[src/rtl/des_pkg.sv]
// des_pkg
//   Shared DES key-schedule definitions: PC-1 / PC-2 permutation tables,
//   the per-round left-shift schedule, permutation helpers and 28-bit
//   rotators. Used by the sequential key scheduler and the DES round core.
//   Bit numbering follows FIPS 46-3: table entry n refers to DES bit n,
//   where bit 1 is the MSB of the vector.
package des_pkg;

  typedef enum logic {
    S_IDLE = 1'b0,
    S_RUN  = 1'b1
  } ks_state_t;

  localparam int PC1 [56] = '{
    57, 49, 41, 33, 25, 17,  9,
     1, 58, 50, 42, 34, 26, 18,
    10,  2, 59, 51, 43, 35, 27,
    19, 11,  3, 60, 52, 44, 36,
    63, 55, 47, 39, 31, 23, 15,
     7, 62, 54, 46, 38, 30, 22,
    14,  6, 61, 53, 45, 37, 29,
    21, 13,  5, 28, 20, 12,  4
  };

  localparam int PC2 [48] = '{
    14, 17, 11, 24,  1,  5,
     3, 28, 15,  6, 21, 10,
    23, 19, 12,  4, 26,  8,
    16,  7, 27, 20, 13,  2,
    41, 52, 31, 37, 47, 55,
    30, 40, 51, 45, 33, 48,
    44, 49, 39, 56, 34, 53,
    46, 42, 50, 36, 29, 32
  };

  localparam int SHIFT_SCHED [1:16] = '{1, 1, 2, 2, 2, 2, 2, 2, 1, 2, 2, 2, 2, 2, 2, 1};

  function automatic logic [55:0] des_pc1(input logic [63:0] key);
    logic [55:0] r;
    r = '0;
    for (int i = 0; i < 56; i++) r[55-i] = key[64-PC1[i]];
    return r;
  endfunction

  function automatic logic [47:0] des_pc2(input logic [55:0] cd);
    logic [47:0] r;
    r = '0;
    for (int i = 0; i < 48; i++) r[47-i] = cd[56-PC2[i]];
    return r;
  endfunction

  function automatic logic [27:0] rotl28(input logic [27:0] x, input logic [1:0] amt);
    case (amt)
      2'd1:    return {x[26:0], x[27]};
      2'd2:    return {x[25:0], x[27:26]};
      default: return x;
    endcase
  endfunction

  function automatic logic [27:0] rotr28(input logic [27:0] x, input logic [1:0] amt);
    case (amt)
      2'd1:    return {x[0], x[27:1]};
      2'd2:    return {x[1:0], x[27:2]};
      default: return x;
    endcase
  endfunction

  // Shift amount for 1-based round r; rounds outside 1..16 do not rotate.
  function automatic logic [1:0] shift_amt(input int r);
    if (r >= 1 && r <= 16) return 2'(SHIFT_SCHED[r]);
    return 2'd0;
  endfunction

endpackage

[src/rtl/des_key_sched_seq_if.sv]
// des_key_sched_seq_if
//   Request and subkey-stream handshake bundle for des_key_sched_seq.
//   master: key producer / subkey consumer side.  slave: the scheduler.
//   req_*  : key bundle request (valid/ready)
//   sk_*   : subkey stream (valid/ready), round index, last flag
//   busy   : schedule in progress
interface des_key_sched_seq_if #(
  parameter int NUM_KEYS = 1
);
  localparam int SEL_W = (NUM_KEYS > 1) ? $clog2(NUM_KEYS) : 1;

  logic                  req_valid;
  logic                  req_ready;
  logic [64*NUM_KEYS-1:0] req_key;
  logic [SEL_W-1:0]      req_sel;
  logic                  req_dec;
  logic                  sk_valid;
  logic                  sk_ready;
  logic [47:0]           sk_data;
  logic [3:0]            sk_round;
  logic                  sk_last;
  logic                  busy;

  modport master (
    output req_valid, req_key, req_sel, req_dec, sk_ready,
    input  req_ready, sk_valid, sk_data, sk_round, sk_last, busy
  );

  modport slave (
    input  req_valid, req_key, req_sel, req_dec, sk_ready,
    output req_ready, sk_valid, sk_data, sk_round, sk_last, busy
  );

endinterface

[src/rtl/des_cd_step.sv]
// des_cd_step
//   Combinational next-CD generator. Given the CD register for the beat
//   currently on the output (i_round, 0-based), returns the CD for the
//   following beat. Encrypt rotates each half left, decrypt rotates right.
//   i_cd    : current {C, D}
//   i_dec   : 1 = decrypt order
//   i_round : beat index currently presented
//   o_cd    : {C, D} for beat i_round+1
module des_cd_step
  import des_pkg::*;
(
  input  logic [55:0] i_cd,
  input  logic        i_dec,
  input  logic [3:0]  i_round,
  output logic [55:0] o_cd
);

  logic [1:0] w_amt;

  // Next beat is 1-based round r = i_round + 2. Decrypt walks the schedule
  // backwards, undoing the shift of round 18 - r, i.e. 16 - i_round.
  always_comb begin
    if (i_dec) w_amt = shift_amt(16 - int'(i_round));
    else       w_amt = shift_amt(int'(i_round) + 2);
  end

  always_comb begin
    if (i_dec) o_cd = {rotr28(i_cd[55:28], w_amt), rotr28(i_cd[27:0], w_amt)};
    else       o_cd = {rotl28(i_cd[55:28], w_amt), rotl28(i_cd[27:0], w_amt)};
  end

endmodule

[src/rtl/des_key_sched_seq.sv]
// des_key_sched_seq
//   Sequential DES/3DES key scheduler. Accepts one key bundle, then streams
//   the 16 PC-2 subkeys in encrypt (K1..K16) or decrypt (K16..K1) order,
//   one per accepted beat.
//   i_clk  : system clock
//   i_rst  : synchronous active-high reset
//   if_ks  : request / subkey handshake bundle (slave side)
//
//   state  | meaning
//   S_IDLE | req_ready high, waiting for a key request
//   S_RUN  | sk_valid high, streaming subkeys, round counter advancing
module des_key_sched_seq
  import des_pkg::*;
#(
  parameter int NUM_KEYS = 1
) (
  input  logic                  i_clk,
  input  logic                  i_rst,
  des_key_sched_seq_if.slave    if_ks
);

  ks_state_t   r_state, w_state_nxt;
  logic [55:0] r_cd, w_cd_nxt;
  logic [3:0]  r_round, w_round_nxt;
  logic        r_dec, w_dec_nxt;

  logic [63:0] w_key;
  logic [55:0] w_cd0;
  logic [55:0] w_cd_load;
  logic [55:0] w_cd_step;

  // Out-of-range selects fall back to key 0.
  always_comb begin
    w_key = if_ks.req_key[63:0];
    for (int k = 1; k < NUM_KEYS; k++)
      if (int'(if_ks.req_sel) == k) w_key = if_ks.req_key[64*k +: 64];
  end

  // Decrypt starts from C0D0, which equals CD16 after the full 28-bit rotation.
  always_comb begin
    w_cd0 = des_pc1(w_key);
    if (if_ks.req_dec) w_cd_load = w_cd0;
    else               w_cd_load = {rotl28(w_cd0[55:28], 2'd1), rotl28(w_cd0[27:0], 2'd1)};
  end

  des_cd_step u_cd_step (
    .i_cd    (r_cd),
    .i_dec   (r_dec),
    .i_round (r_round),
    .o_cd    (w_cd_step)
  );

  always_ff @(posedge i_clk) begin
    if (i_rst) begin
      r_state <= S_IDLE;
      r_cd    <= '0;
      r_round <= '0;
      r_dec   <= 1'b0;
    end else begin
      r_state <= w_state_nxt;
      r_cd    <= w_cd_nxt;
      r_round <= w_round_nxt;
      r_dec   <= w_dec_nxt;
    end
  end

  always_comb begin
    w_state_nxt = r_state;
    w_cd_nxt    = r_cd;
    w_round_nxt = r_round;
    w_dec_nxt   = r_dec;
    unique case (r_state)
      S_IDLE: begin
        if (if_ks.req_valid) begin
          w_dec_nxt   = if_ks.req_dec;
          w_cd_nxt    = w_cd_load;
          w_round_nxt = '0;
          w_state_nxt = S_RUN;
        end
      end
      S_RUN: begin
        if (if_ks.sk_ready) begin
          if (r_round == 4'd15) begin
            w_round_nxt = '0;
            w_state_nxt = S_IDLE;
          end else begin
            w_round_nxt = r_round + 4'd1;
            w_cd_nxt    = w_cd_step;
          end
        end
      end
      default: w_state_nxt = S_IDLE;
    endcase
  end

  assign if_ks.req_ready = (r_state == S_IDLE);
  assign if_ks.sk_valid  = (r_state == S_RUN);
  assign if_ks.busy      = (r_state == S_RUN);
  assign if_ks.sk_last   = (r_state == S_RUN) && (r_round == 4'd15);
  assign if_ks.sk_round  = r_round;
  assign if_ks.sk_data   = des_pc2(r_cd);

endmodule
[src/flat_wrapper.sv]
// flat-port wrapper written by rule: the top's interface ports become plain ports
module des_key_sched_seq_flat import des_pkg::*;
#(
  parameter int NUM_KEYS = 1
)
  (i_clk, i_rst, if_ks_req_valid, if_ks_req_key, if_ks_req_sel, if_ks_req_dec, if_ks_sk_ready, if_ks_req_ready, if_ks_sk_valid, if_ks_sk_data, if_ks_sk_round, if_ks_sk_last, if_ks_busy);
  des_key_sched_seq_if #(.NUM_KEYS(NUM_KEYS)) if_ks_i ();
  input  logic i_clk;
  input  logic i_rst;
  input wire logic [$bits(if_ks_i.req_valid)-1:0] if_ks_req_valid;
  input wire logic [$bits(if_ks_i.req_key)-1:0] if_ks_req_key;
  input wire logic [$bits(if_ks_i.req_sel)-1:0] if_ks_req_sel;
  input wire logic [$bits(if_ks_i.req_dec)-1:0] if_ks_req_dec;
  input wire logic [$bits(if_ks_i.sk_ready)-1:0] if_ks_sk_ready;
  output wire logic [$bits(if_ks_i.req_ready)-1:0] if_ks_req_ready;
  output wire logic [$bits(if_ks_i.sk_valid)-1:0] if_ks_sk_valid;
  output wire logic [$bits(if_ks_i.sk_data)-1:0] if_ks_sk_data;
  output wire logic [$bits(if_ks_i.sk_round)-1:0] if_ks_sk_round;
  output wire logic [$bits(if_ks_i.sk_last)-1:0] if_ks_sk_last;
  output wire logic [$bits(if_ks_i.busy)-1:0] if_ks_busy;
  assign if_ks_i.req_valid = if_ks_req_valid;
  assign if_ks_i.req_key = if_ks_req_key;
  assign if_ks_i.req_sel = if_ks_req_sel;
  assign if_ks_i.req_dec = if_ks_req_dec;
  assign if_ks_i.sk_ready = if_ks_sk_ready;
  assign if_ks_req_ready = if_ks_i.req_ready;
  assign if_ks_sk_valid = if_ks_i.sk_valid;
  assign if_ks_sk_data = if_ks_i.sk_data;
  assign if_ks_sk_round = if_ks_i.sk_round;
  assign if_ks_sk_last = if_ks_i.sk_last;
  assign if_ks_busy = if_ks_i.busy;
  des_key_sched_seq #(.NUM_KEYS(NUM_KEYS)) u_core (.i_clk(i_clk), .i_rst(i_rst), .if_ks(if_ks_i));
endmodule
[config.mk]
export PLATFORM = sky130hd
export DESIGN_NAME = des_key_sched_seq_flat
export DESIGN_NICKNAME = d
export VERILOG_FILES = /design/src/rtl/des_pkg.sv /design/src/rtl/des_key_sched_seq_if.sv /design/src/rtl/des_cd_step.sv /design/src/rtl/des_key_sched_seq.sv /design/src/flat_wrapper.sv
export SDC_FILE = /design/constraint.sdc
export NUM_CORES = 1
export LEC_CHECK = 0
export BUFFER_PORTS_ARGS = -buffer_cell sky130_fd_sc_hd__buf_2
export CELL_PAD_IN_SITES_DETAIL_PLACEMENT = 0
export CELL_PAD_IN_SITES_GLOBAL_PLACEMENT = 1
export CORE_ASPECT_RATIO = 1.1
export CORE_UTILIZATION = 45
export DETAILED_ROUTE_END_ITERATION = 8
export MAX_ROUTING_LAYER = met4
export PLACE_DENSITY_LB_ADDON = 0.1
export SLEW_MARGIN = 30
export SYNTH_ARGS = -nofsm -noshare
export SYNTH_HDL_FRONTEND = slang
export SYNTH_HIERARCHICAL = 1
export SYNTH_SLANG_ARGS = --single-unit
export TNS_END_PERCENT = 20
[constraint.sdc]
create_clock -name i_clk -period 8.1 [get_ports i_clk]
set_input_delay 1.215 -clock i_clk [delete_from_list [all_inputs] [get_ports i_clk]]
set_output_delay 1.215 -clock i_clk [all_outputs]
set_load 0.005 [all_outputs]
Yosys cells after proc, flatten, opt, wreduce, memory -nomap -nowiden

Memory sizes are Yosys's and may differ from the RTL's.
Index checks and enable logic that the tools add are counted.

Flip-flop bits (word level): 62
ROM bits: 2048
Input port bits: 70
Output and inout bits: 56
Word-level logic and storage cells: 62
Memories kept: 2

Add/sub/neg operators: 3
Magnitude comparators: 6
Equal/unequal tests: 7
Mux-type cells: 31
Bitwise logic cells: 3
Reductions and logical operators: 6

Memory list:

| memory          | depth | width | rd ports | clocked after Yosys merged registers in | wr ports | line          | text |
|---|---|---|---|---|---|---|---|
| (no name shown) | 32    | 32    | 1        | 0                                       | 0        | des_pkg.sv:70 | `if (r >= 1 && r <= 16) return 2'(SHIFT_SCHED[r]);` |
| (no name shown) | 32    | 32    | 1        | 0                                       | 0        | des_pkg.sv:70 |  |

Operators with widths:

| cell                | number |
|---|---|
| $mux 56             | 5 |
| $pmux 28 s2         | 4 |
| $pmux 56 s2         | 1 |
| $ge 32x6->1 const B | 2 |
| $ge 32x2->1 const B | 1 |
| $le 32x6->1 const B | 1 |
| $not 32->32         | 1 |
| $not 5->32          | 1 |
| $mux 2              | 9 |
| $mux 4              | 3 |
| $pmux 4 s2          | 1 |
| $mux 1              | 7 |
| $ne 2x2->1 const B  | 3 |
| $sub 5x4->6 const A | 1 |
| $add 4x2->5 const B | 1 |
| $ge 5x1->1 const B  | 1 |
| $le 5x5->1 const B  | 1 |
| $add 4x1->4 const B | 1 |
| $eq 4x4->1 const B  | 1 |
| $reduce_and 2->1    | 2 |
| $reduce_and 4->1    | 1 |
| $logic_and 1x1->1   | 3 |
| $ne 3x3->1 const B  | 1 |
| $eq 2x1->1 const B  | 1 |
| 3 further kinds     | 3 |

Depth between registers and ports, before layout

Gate-level depths: netlist of run 1.

Word-level depth: 14
Gate-level depth with buffers: 15
Depth with buffers taken out: 13

Modules after synthesis

Netlist of run 1, hierarchy kept.

Modules (own cells, without submodules):

| module            | instances | cells each | area an instance (sq um) | sequential area each (sq um) |
|---|---|---|---|---|
| des_key_sched_seq | 1         | 456        | 4081.4                   | 1241.2 |
| des_cd_step       | 1         | 319        | 2324.7                   | 0.0 |

Worst setup path after synthesis of run 1

No wires, ideal clock.

Kind: reg-to-reg
Start point: reg u_core.r_round[1], in the netlist u_core/if_ks.sk_round[1]
End point: reg u_core.r_cd[31]
Library setup time: 0.128 ns
Data arrival time: 2.996 ns
Data required time: 7.972 ns
Path slack: 4.976 ns
Stages on the path, launching flop included: 15
Path buffers: 2
Period minus slack after synthesis: 3.124 ns
Path through: dfxtp_1 inv_1 ha_1 nor2b_1 o41ai_1 o41a_1 or2_1 a2bb2o_4 ha_1 clkbuf_1 clkbuf_1 a211oi_1 a21o_1 mux2i_1 o21ai_0

Cells in the longest elaborated chain, start to end: 14
Elaborated cells on any way between the ends: 37
Those cells by class: add/sub (2); order compare (4); eq/ne (5); mux (19); bitwise (2); reduce/logical (3); memory (2)

RTL lines:

| element                                             | line                         | text |
|---|---|---|
| from (decl)                                         | des_key_sched_seq.sv:24      | `logic [3:0] r_round, w_round_nxt;` |
| from (signal assigned)                              | des_key_sched_seq.sv:62      | `r_round <= w_round_nxt;` |
| branches (longest 7 deep; another with $ge 32x2->1) | -                            |  |
| $mux 2 *                                            | des_cd_step.sv:23            | `if (i_dec) w_amt = shift_amt(16 - int'(i_round));` |
| $eq 2x2->1 or $eq 2x1->1 (tied branches)            | des_pkg.sv:53, des_pkg.sv:61 |  |
| $pmux 28 s2, on equally long branches               | des_pkg.sv:53, des_pkg.sv:61 |  |
| $mux 56 *                                           | des_cd_step.sv:28            | `if (i_dec) o_cd = {rotr28(i_cd[55:28], w_amt), rotr28(i_cd[27:0], w_amt)};` |
| net u_core.w_cd_step[31]                            | des_key_sched_seq.sv:30      | `logic [55:0] w_cd_step;` |
| $mux 56 *                                           | des_key_sched_seq.sv:83      | `if (r_round == 4'd15) begin` |
| $mux 56 *                                           | des_key_sched_seq.sv:82      | `if (if_ks.sk_ready) begin` |
| $pmux 56 s2 *                                       | des_key_sched_seq.sv:72      | `unique case (r_state)` |
| to (signal assigned)                                | des_key_sched_seq.sv:61      | `r_cd <= w_cd_nxt;` |
| to (decl)                                           | des_key_sched_seq.sv:23      | `logic [55:0] r_cd, w_cd_nxt;` |

Mark *: on every way through the listed nets, which the timed path passes. The select of a mux whose other input is x is not followed.
A chain may end at the register's enable or synchronous reset.

Worst setup path after layout of run 1

Start point: reg u_core.r_round[1], in the netlist u_core/if_ks.sk_round[1]
End point: reg u_core.r_cd[55]

The elaborated chain is that of the path after synthesis.

==> run summary, run 1 <==
Number of antenna violations at the first check in global routing: 0
Antenna Nets Post-Route: 0
Total power draw: 1090 uW
Postcts setup bufs: 0
CP arrival: 3980 ps
Max transition margin: 36.4%
Worst Path Class, Setup: flop to flop
Number of optimization iterations in the first detailed-route pass: 5
Pin count of the biggest net entering global routing: 66
Count of hold-fix buffers inserted at cts: 0
Transition at the pin with the smallest max-transition slack: 952 ps
Finished Layout Cells: 967
Die Height: 127 um
XOR/XNOR share of the synthesized area: 0.273%
Num CTS Buffers: 9
Number of placed cells counting well taps: 952
Per-cell via count in the routed design: 6.26
Maximum number of buffers from clock root to sink: 2
Hold Crit Start: u_core/if_ks.sk_round[0]
Detailed-route via count: 6051
Result of the run: finished clean
Vias in the first global route: 5566
Depth of the worst register-to-register path: 14
Synth Area in Adders: 2.34%
Overall track demand over capacity in global routing: 24.7%
Clock-pin transition on the worst setup and hold timing paths: 50 ps
Cts repair resizes: 0
Wirelength, routed: 17400 um
Endpoint of the worst hold-timing path: u_core/if_ks.sk_round[0]
Initial core utilization: 46.3%
Start point of the critical path: u_core/if_ks.sk_round[1]
Number of placed I/O pins: 126
Final critical path time including I/O delays and setup: 3730 ps
Final setup violation count: 0
Final setup skew: 9.31 ps
Class of the tightest hold or removal check: flop to flop
Hold path depth: 2
Number of synthesized register bits: 62
Setup slack of the critical path after layout: 4370 ps
Number of standard cells after synthesis: 775
Count of final max-slew check failures: 0
HPWL after detailed placement: 10200 um
Fraction of synthesis flops using an asynchronous set or reset pin: 0%
Die X: 116 um
Startpoint class of the critical path: flop
Element type at the critical path end: flop
CTS H-Tree Depth: 3
Number of violations of the max-capacitance limit: 0
Minimum setup slack among reg-to-reg paths: 4370 ps
Global-route wire length before repair: 28500 um
Iter 0 DRT Violations: 393
Clock latency on the worst-skew pair: 340 ps
Residual DRC: 0
EDFF count, synth: 0
VDD IR-drop max: 107 uV
Data required time at the worst endpoint: 8350 ps
Core area: 0.0139 mm^2
Average cell area after synthesis: 8.27 um^2
Dominant combinational cell family by area after synthesis: compound AO/OA/AOI/OAI gates
Clock sink count: 62
Critical register-to-register path startpoint: u_core/if_ks.sk_round[1]
Fraction of layout cells with a size suffix above 1: 26.1%
Area enclosed by the die boundary: 0.0147 mm^2
Sequential-to-total area share from yosys stat: 19.4%
Share of the synthesized area in compound gates (AO/OA/AOI/OAI): 38.7%
Tcrit/Tclk final: 46.0%
Commonest register cell after synthesis: sky130_fd_sc_hd__dfxtp_1
GR Overflow Total: 0
Total power per unit cell area: 159 mW/mm^2
Worst setup slack after placement: 4400 ps
Number of warnings printed during yosys synthesis: 6
Unrepaired setup endpoints after global routing: no
Largest fanout of any net on the critical path: 59
Library cells used by synthesis: 42
CTS tree: built
Commonest cells after routing, fill and taps aside: sky130_fd_sc_hd__buf_2, sky130_fd_sc_hd__o21ai_0, sky130_fd_sc_hd__dfxtp_1
Simple-Gate Fraction of Synth Area: 7.71%
Post-synthesis to final-layout area growth: 7.17%
Most common library cell in the layout ignoring fill and taps: sky130_fd_sc_hd__buf_2
Number of endpoints with negative hold slack in the final report: 0
Fillers: 1429
Number of I/O port buffers: 116
Root buffer cell: sky130_fd_sc_hd__clkbuf_16
Weighted congestion at the end of routability-driven global placement: 0.755
Total number of placement rows: 45
Wire length per cell: 18.0 um
Antenna diode count: 0
Leak Pwr: 0.00304 uW
Aggregate negative setup slack: 0 ps
Reg2Reg Capture Point: u_core/r_cd[55]
Top achievable clock speed: 268 MHz
Syn_nets: 857
Core occupancy in the finished layout: 49.6%
Layout net count: 857
Post-synthesis mux area share: 19.0%
Post-Synthesis Cell Area: 0.00641 mm^2
-- worst max-delay path by stage --
stage          slack (ps)  cells after the start         endpoint
6_report             4370                     14  u_core/r_cd[55]
2_1_floorplan        4980                     14  u_core/r_cd[31]
5_1_grt              3960                     14  u_core/r_cd[29]
3_5_place_dp         4400                     14  u_core/r_cd[29]
3_3_place_gp         4310                     13  u_core/r_cd[36]
4_1_cts              4400                     14  u_core/r_cd[29]
-- synthesized netlist by cell type (2+ instances only) --
cell,number,share of area (%)
sky130_fd_sc_hd__nor2_1,6,0.35
sky130_fd_sc_hd__a211oi_1,56,6.6
sky130_fd_sc_hd__a22oi_1,56,6.6
sky130_fd_sc_hd__a21oi_1,7,0.55
sky130_fd_sc_hd__buf_6,6,1.1
sky130_fd_sc_hd__clkbuf_1,51,3.0
sky130_fd_sc_hd__ha_1,12,2.3
sky130_fd_sc_hd__a31oi_1,3,0.29
sky130_fd_sc_hd__nand2b_1,2,0.20
sky130_fd_sc_hd__mux2i_1,57,8.9
sky130_fd_sc_hd__buf_4,50,5.9
sky130_fd_sc_hd__or3_1,3,0.29
sky130_fd_sc_hd__nand2_1,4,0.23
sky130_fd_sc_hd__a221oi_1,56,7.7
sky130_fd_sc_hd__buf_2,28,2.2
sky130_fd_sc_hd__dfxtp_1,62,19
sky130_fd_sc_hd__inv_1,7,0.41
sky130_fd_sc_hd__xor2_1,2,0.27
sky130_fd_sc_hd__o21ai_0,73,5.7
sky130_fd_sc_hd__mux2_2,56,9.8
sky130_fd_sc_hd__nand3_1,2,0.16
sky130_fd_sc_hd__o21ai_1,42,3.3
sky130_fd_sc_hd__nor2b_1,59,5.8
sky130_fd_sc_hd__a21o_1,57,6.7
-- layer usage --
layer | wire, um | share of wire [%] | global-route usage (%)
met1 | 7780 | 45 | 30.7
met2 | 8640 | 50 | 40.7
met3 | 734 | 4.2 | 3.61
met4 | 242 | 1.4 | 8.30
met5 | 0 | 0 | -
-- registers in the layout (all words and copies together), names as in the netlist --
register               count
u_core/r_dec               1
u_core/if_ks.busy          1
u_core/if_ks.sk_round      4
u_core/r_cd               56
-- area by class of cell --
cell class | instances | area (um^2) | share of cell area [%]
Multi-Input combinational cell | 569 | 4400 | 64.0
Sequential cell | 62 | 1240 | 18.1
Timing Repair Buffer | 125 | 698 | 10.2
Clock buffer | 13 | 250 | 3.64
Tap cell | 188 | 235 | 3.43
Inverter | 8 | 30.0 | 0.437
Clock inverter | 2 | 10.0 | 0.146
-- logic make-up (layout without fill, tap and decap cells) --
kind of cell | Yosys count | count (layout)
XOR/XNOR | 2 | 2
buffers and inverters | 144 | 148
AND/OR/NAND/NOR | 82 | 82
AO/OA/AOI/OAI | 359 | 359
adder cells (fa/ha/maj) | 12 | 12
multiplexers | 114 | 114
flip-flops | 62 | 62
-- stage by stage --
stage | hold WS, ps | instance area [um^2]
CTS | 633 | 6870
detailed placement | 626 | 6610
global route | 689 | 6870
finish | 633 | 6870
global placement | 620 | 6520
floorplan | 455 | 6410
-- report_power, final --
| group | total, uW | internal (uW) | switching [uW] |
|---|---|---|---|
| clock network | 352 | 213 | 140 |
| logic | 358 | 171 | 187 |
| registers | 383 | 332 | 51.3 |
-- worst max-delay path, stage by stage, from the launching register on --
cell                       delay [ps]
sky130_fd_sc_hd__dfxtp_1          530
sky130_fd_sc_hd__inv_1            160
sky130_fd_sc_hd__ha_1             220
sky130_fd_sc_hd__nor2b_1          160
sky130_fd_sc_hd__xor2_1           190
sky130_fd_sc_hd__a31oi_1          330
sky130_fd_sc_hd__a21oi_1          150
sky130_fd_sc_hd__a21oi_1          260
sky130_fd_sc_hd__ha_4             550
sky130_fd_sc_hd__buf_12           310
sky130_fd_sc_hd__a221oi_1         140
sky130_fd_sc_hd__a211oi_1         240
sky130_fd_sc_hd__a21o_1           110
sky130_fd_sc_hd__mux2i_1           60
sky130_fd_sc_hd__o21ai_0          190
(Power assumes the default switching activity.)
==> run 2, diff against run 1 <==
--- a/config.mk
+++ b/config.mk
@@ -9,7 +9,7 @@
 export CELL_PAD_IN_SITES_DETAIL_PLACEMENT = 0
 export CELL_PAD_IN_SITES_GLOBAL_PLACEMENT = 1
 export CORE_ASPECT_RATIO = 1.1
-export CORE_UTILIZATION = 45
+export CORE_UTILIZATION = 42
 export DETAILED_ROUTE_END_ITERATION = 8
 export MAX_ROUTING_LAYER = met4
 export PLACE_DENSITY_LB_ADDON = 0.1
==> constraint.sdc (replaced) <==
create_clock -name i_clk -period 3.8 [get_ports i_clk]
set_input_delay 0.57 -clock i_clk [delete_from_list [all_inputs] [get_ports i_clk]]
set_output_delay 0.57 -clock i_clk [all_outputs]
set_load 0.005 [all_outputs]
==> run summary, run 2 (synthesis results as in run 1) <==
Pin count of the biggest net entering global routing: 63
Crit path max-delay family: compound AO/OA/AOI/OAI gates
Top achievable clock speed: 295 MHz
Wirelength, routed: 18500 um
Most common library cell in the layout ignoring fill and taps: sky130_fd_sc_hd__buf_2
Reg2Reg Capture Point: u_core/r_cd[22]
Area enclosed by the die boundary: 0.0158 mm^2
Clock latency on the worst-skew pair: 340 ps
Wire length per cell: 18.8 um
Path length in cells of the critical path: 14
Number of violations of the max-capacitance limit: 0
Number of optimization iterations in the first detailed-route pass: 7
Clock sink count: 62
Post-synthesis to final-layout area growth: 9.24%
Number of I/O port buffers: 116
Sequential cell fraction of total power: 33.2%
Cell-internal power: 1620 uW
Number of placed I/O pins: 126
Element type at the critical path end: flop
CTS tree: built
HPWL after detailed placement: 11500 um
Iter 0 DRT Violations: 602
Final setup violation count: 0
Per-cell via count in the routed design: 6.28
Transition at the pin with the smallest max-transition slack: 788 ps
Data required time at the worst endpoint: 3990 ps
Series of cell instances along the critical path: inv_1, ha_1, or3b_2, o31ai_1, a31oi_1, a21oi_1, a21o_1, ha_4, buf_4, a221oi_1, a211oi_1, a21o_1, mux2i_1, o21ai_1
CTS H-Tree Depth: 3
CP max stage cell: sky130_fd_sc_hd__dfxtp_1
Clock-pin transition on the worst setup and hold timing paths: 60 ps
Final critical path time including I/O delays and setup: 3390 ps
Global-route wire length before repair: 30300 um
Maximum number of buffers from clock root to sink: 2
Worst Path Class, Setup: flop to flop
Vias in the first global route: 5716
Count of final max-slew check failures: 0
Result of the run: finished clean
Weighted congestion at the end of routability-driven global placement: 0.775
Max transition margin: 47.5%
Largest fanout of any net on the critical path: 30
GR Overflow Total: 0
Most flops, register: u_core/r_cd
Hold path depth: 2
Minimum setup slack among reg-to-reg paths: 410 ps
Unrepaired setup endpoints after global routing: no
Core area: 0.0147 mm^2
Share of power burned in the clock network: 35.1%
Leak Pwr: 0.00311 uW
Class of the tightest hold or removal check: input pin to flop
Dominant cell type by count on the critical path: sky130_fd_sc_hd__a21o_1
Finished Layout Cells: 984
Layout net count: 868
Hold Crit Start: if_ks_sk_ready
Flip-flop count of the largest register after layout: 56
Depth of the worst register-to-register path: 14
Total power per unit cell area: 353 mW/mm^2
Net switching power of the design: 845 uW
Part of the total power dissipated in combinational logic: 31.7%
Number of buffers and inverters on the critical path: 2
Detailed-route via count: 6175
Number of placed cells counting well taps: 966
VDD IR-drop max: 185 uV
Number of endpoints with negative hold slack in the final report: 0
Residual DRC: 0
Die Height: 132 um
Tcrit/Tclk final: 89.2%
Endpoint of the worst hold-timing path: u_core/if_ks.busy
CP arrival: 3580 ps
Aggregate negative setup slack: 0 ps
Switching part of the total: 34.2%
Startpoint class of the critical path: flop
Fraction of layout cells with a size suffix above 1: 27.6%
Largest stage delay on the critical path: 570 ps
Number of antenna violations at the first check in global routing: 1
Root buffer cell: sky130_fd_sc_hd__clkbuf_16
Initial core utilization: 43.6%
Final setup skew: 10.4 ps
Total number of placement rows: 46
Commonest cells after routing, fill and taps aside: sky130_fd_sc_hd__buf_2, sky130_fd_sc_hd__o21ai_0, sky130_fd_sc_hd__dfxtp_1
Die X: 120 um
Num CTS Buffers: 9
Critical register-to-register path startpoint: u_core/if_ks.sk_round[0]
Overall track demand over capacity in global routing: 23.8%
Antenna Nets Post-Route: 0
==> run 2: timing repair <==
action                                  4_1_cts  5_1_grt
hold buffers                                  0        0
endpoints found under the setup margin        0       24
setup buffers                                 0        1
gates resized for setup                       0        1
==> run 2: routing by layer <==
layer	vias to the layer above	routed length, um	GRT usage (%)
met5	-	0	-
met4	0	187	5.83
met3	12	710	2.91
met2	160	9310	40.0
met1	3026	8340	30.0
li1	2977	-	-
==> run 2: final cells by class <==
class	instances	area [um^2]
inverters	8	30.0
diodes	1	2.50
repair buffers	136	781
well taps	192	240
multi-input cells	569	4400
clock buffers	12	256
fillers	1447	7680
clock inverters	4	45.0
flip-flops and latches	62	1250
==> run 2: stage by stage <==
stage | utilization, % | hold slack [ps] | setup WS, ps | area, um^2 | total power (uW)
after floorplan | - | 455 | 676 | 6410 | 1430
after global placement | 45.5 | 623 | 406 | 6680 | 1590
after detailed placement | 45.5 | 643 | 252 | 6690 | 1610
after CTS | 47.6 | 535 | 240 | 6990 | 2480
after global routing | 47.7 | 569 | 133 | 7000 | 2610
final | 47.7 | 549 | 412 | 7000 | 2470
==> run 2: worst max-delay path by stage <==
stage | from | end | slack, ps
floorplan | u_core/if_ks.sk_round[1] | u_core/r_cd[31] | 680
global placement | u_core/if_ks.sk_round[1] | u_core/r_cd[19] | 410
detailed placement | u_core/if_ks.sk_round[1] | u_core/r_cd[30] | 250
CTS | u_core/if_ks.sk_round[1] | u_core/r_cd[38] | 240
global route | u_core/if_ks.sk_round[0] | u_core/r_cd[15] | 130
finish | u_core/if_ks.sk_round[0] | u_core/r_cd[22] | 410
==> run 2: power groups by stage <==
| stage | logic, uW | clock network, uW | registers, uW |
|---|---|---|---|
| after floorplan | 646 | 0 | 788 |
| after CTS | 781 | 887 | 817 |
| final | 783 | 868 | 819 |
| after global placement | 768 | 0 | 827 |
| after global routing | 858 | 917 | 834 |
| after detailed placement | 777 | 0 | 831 |
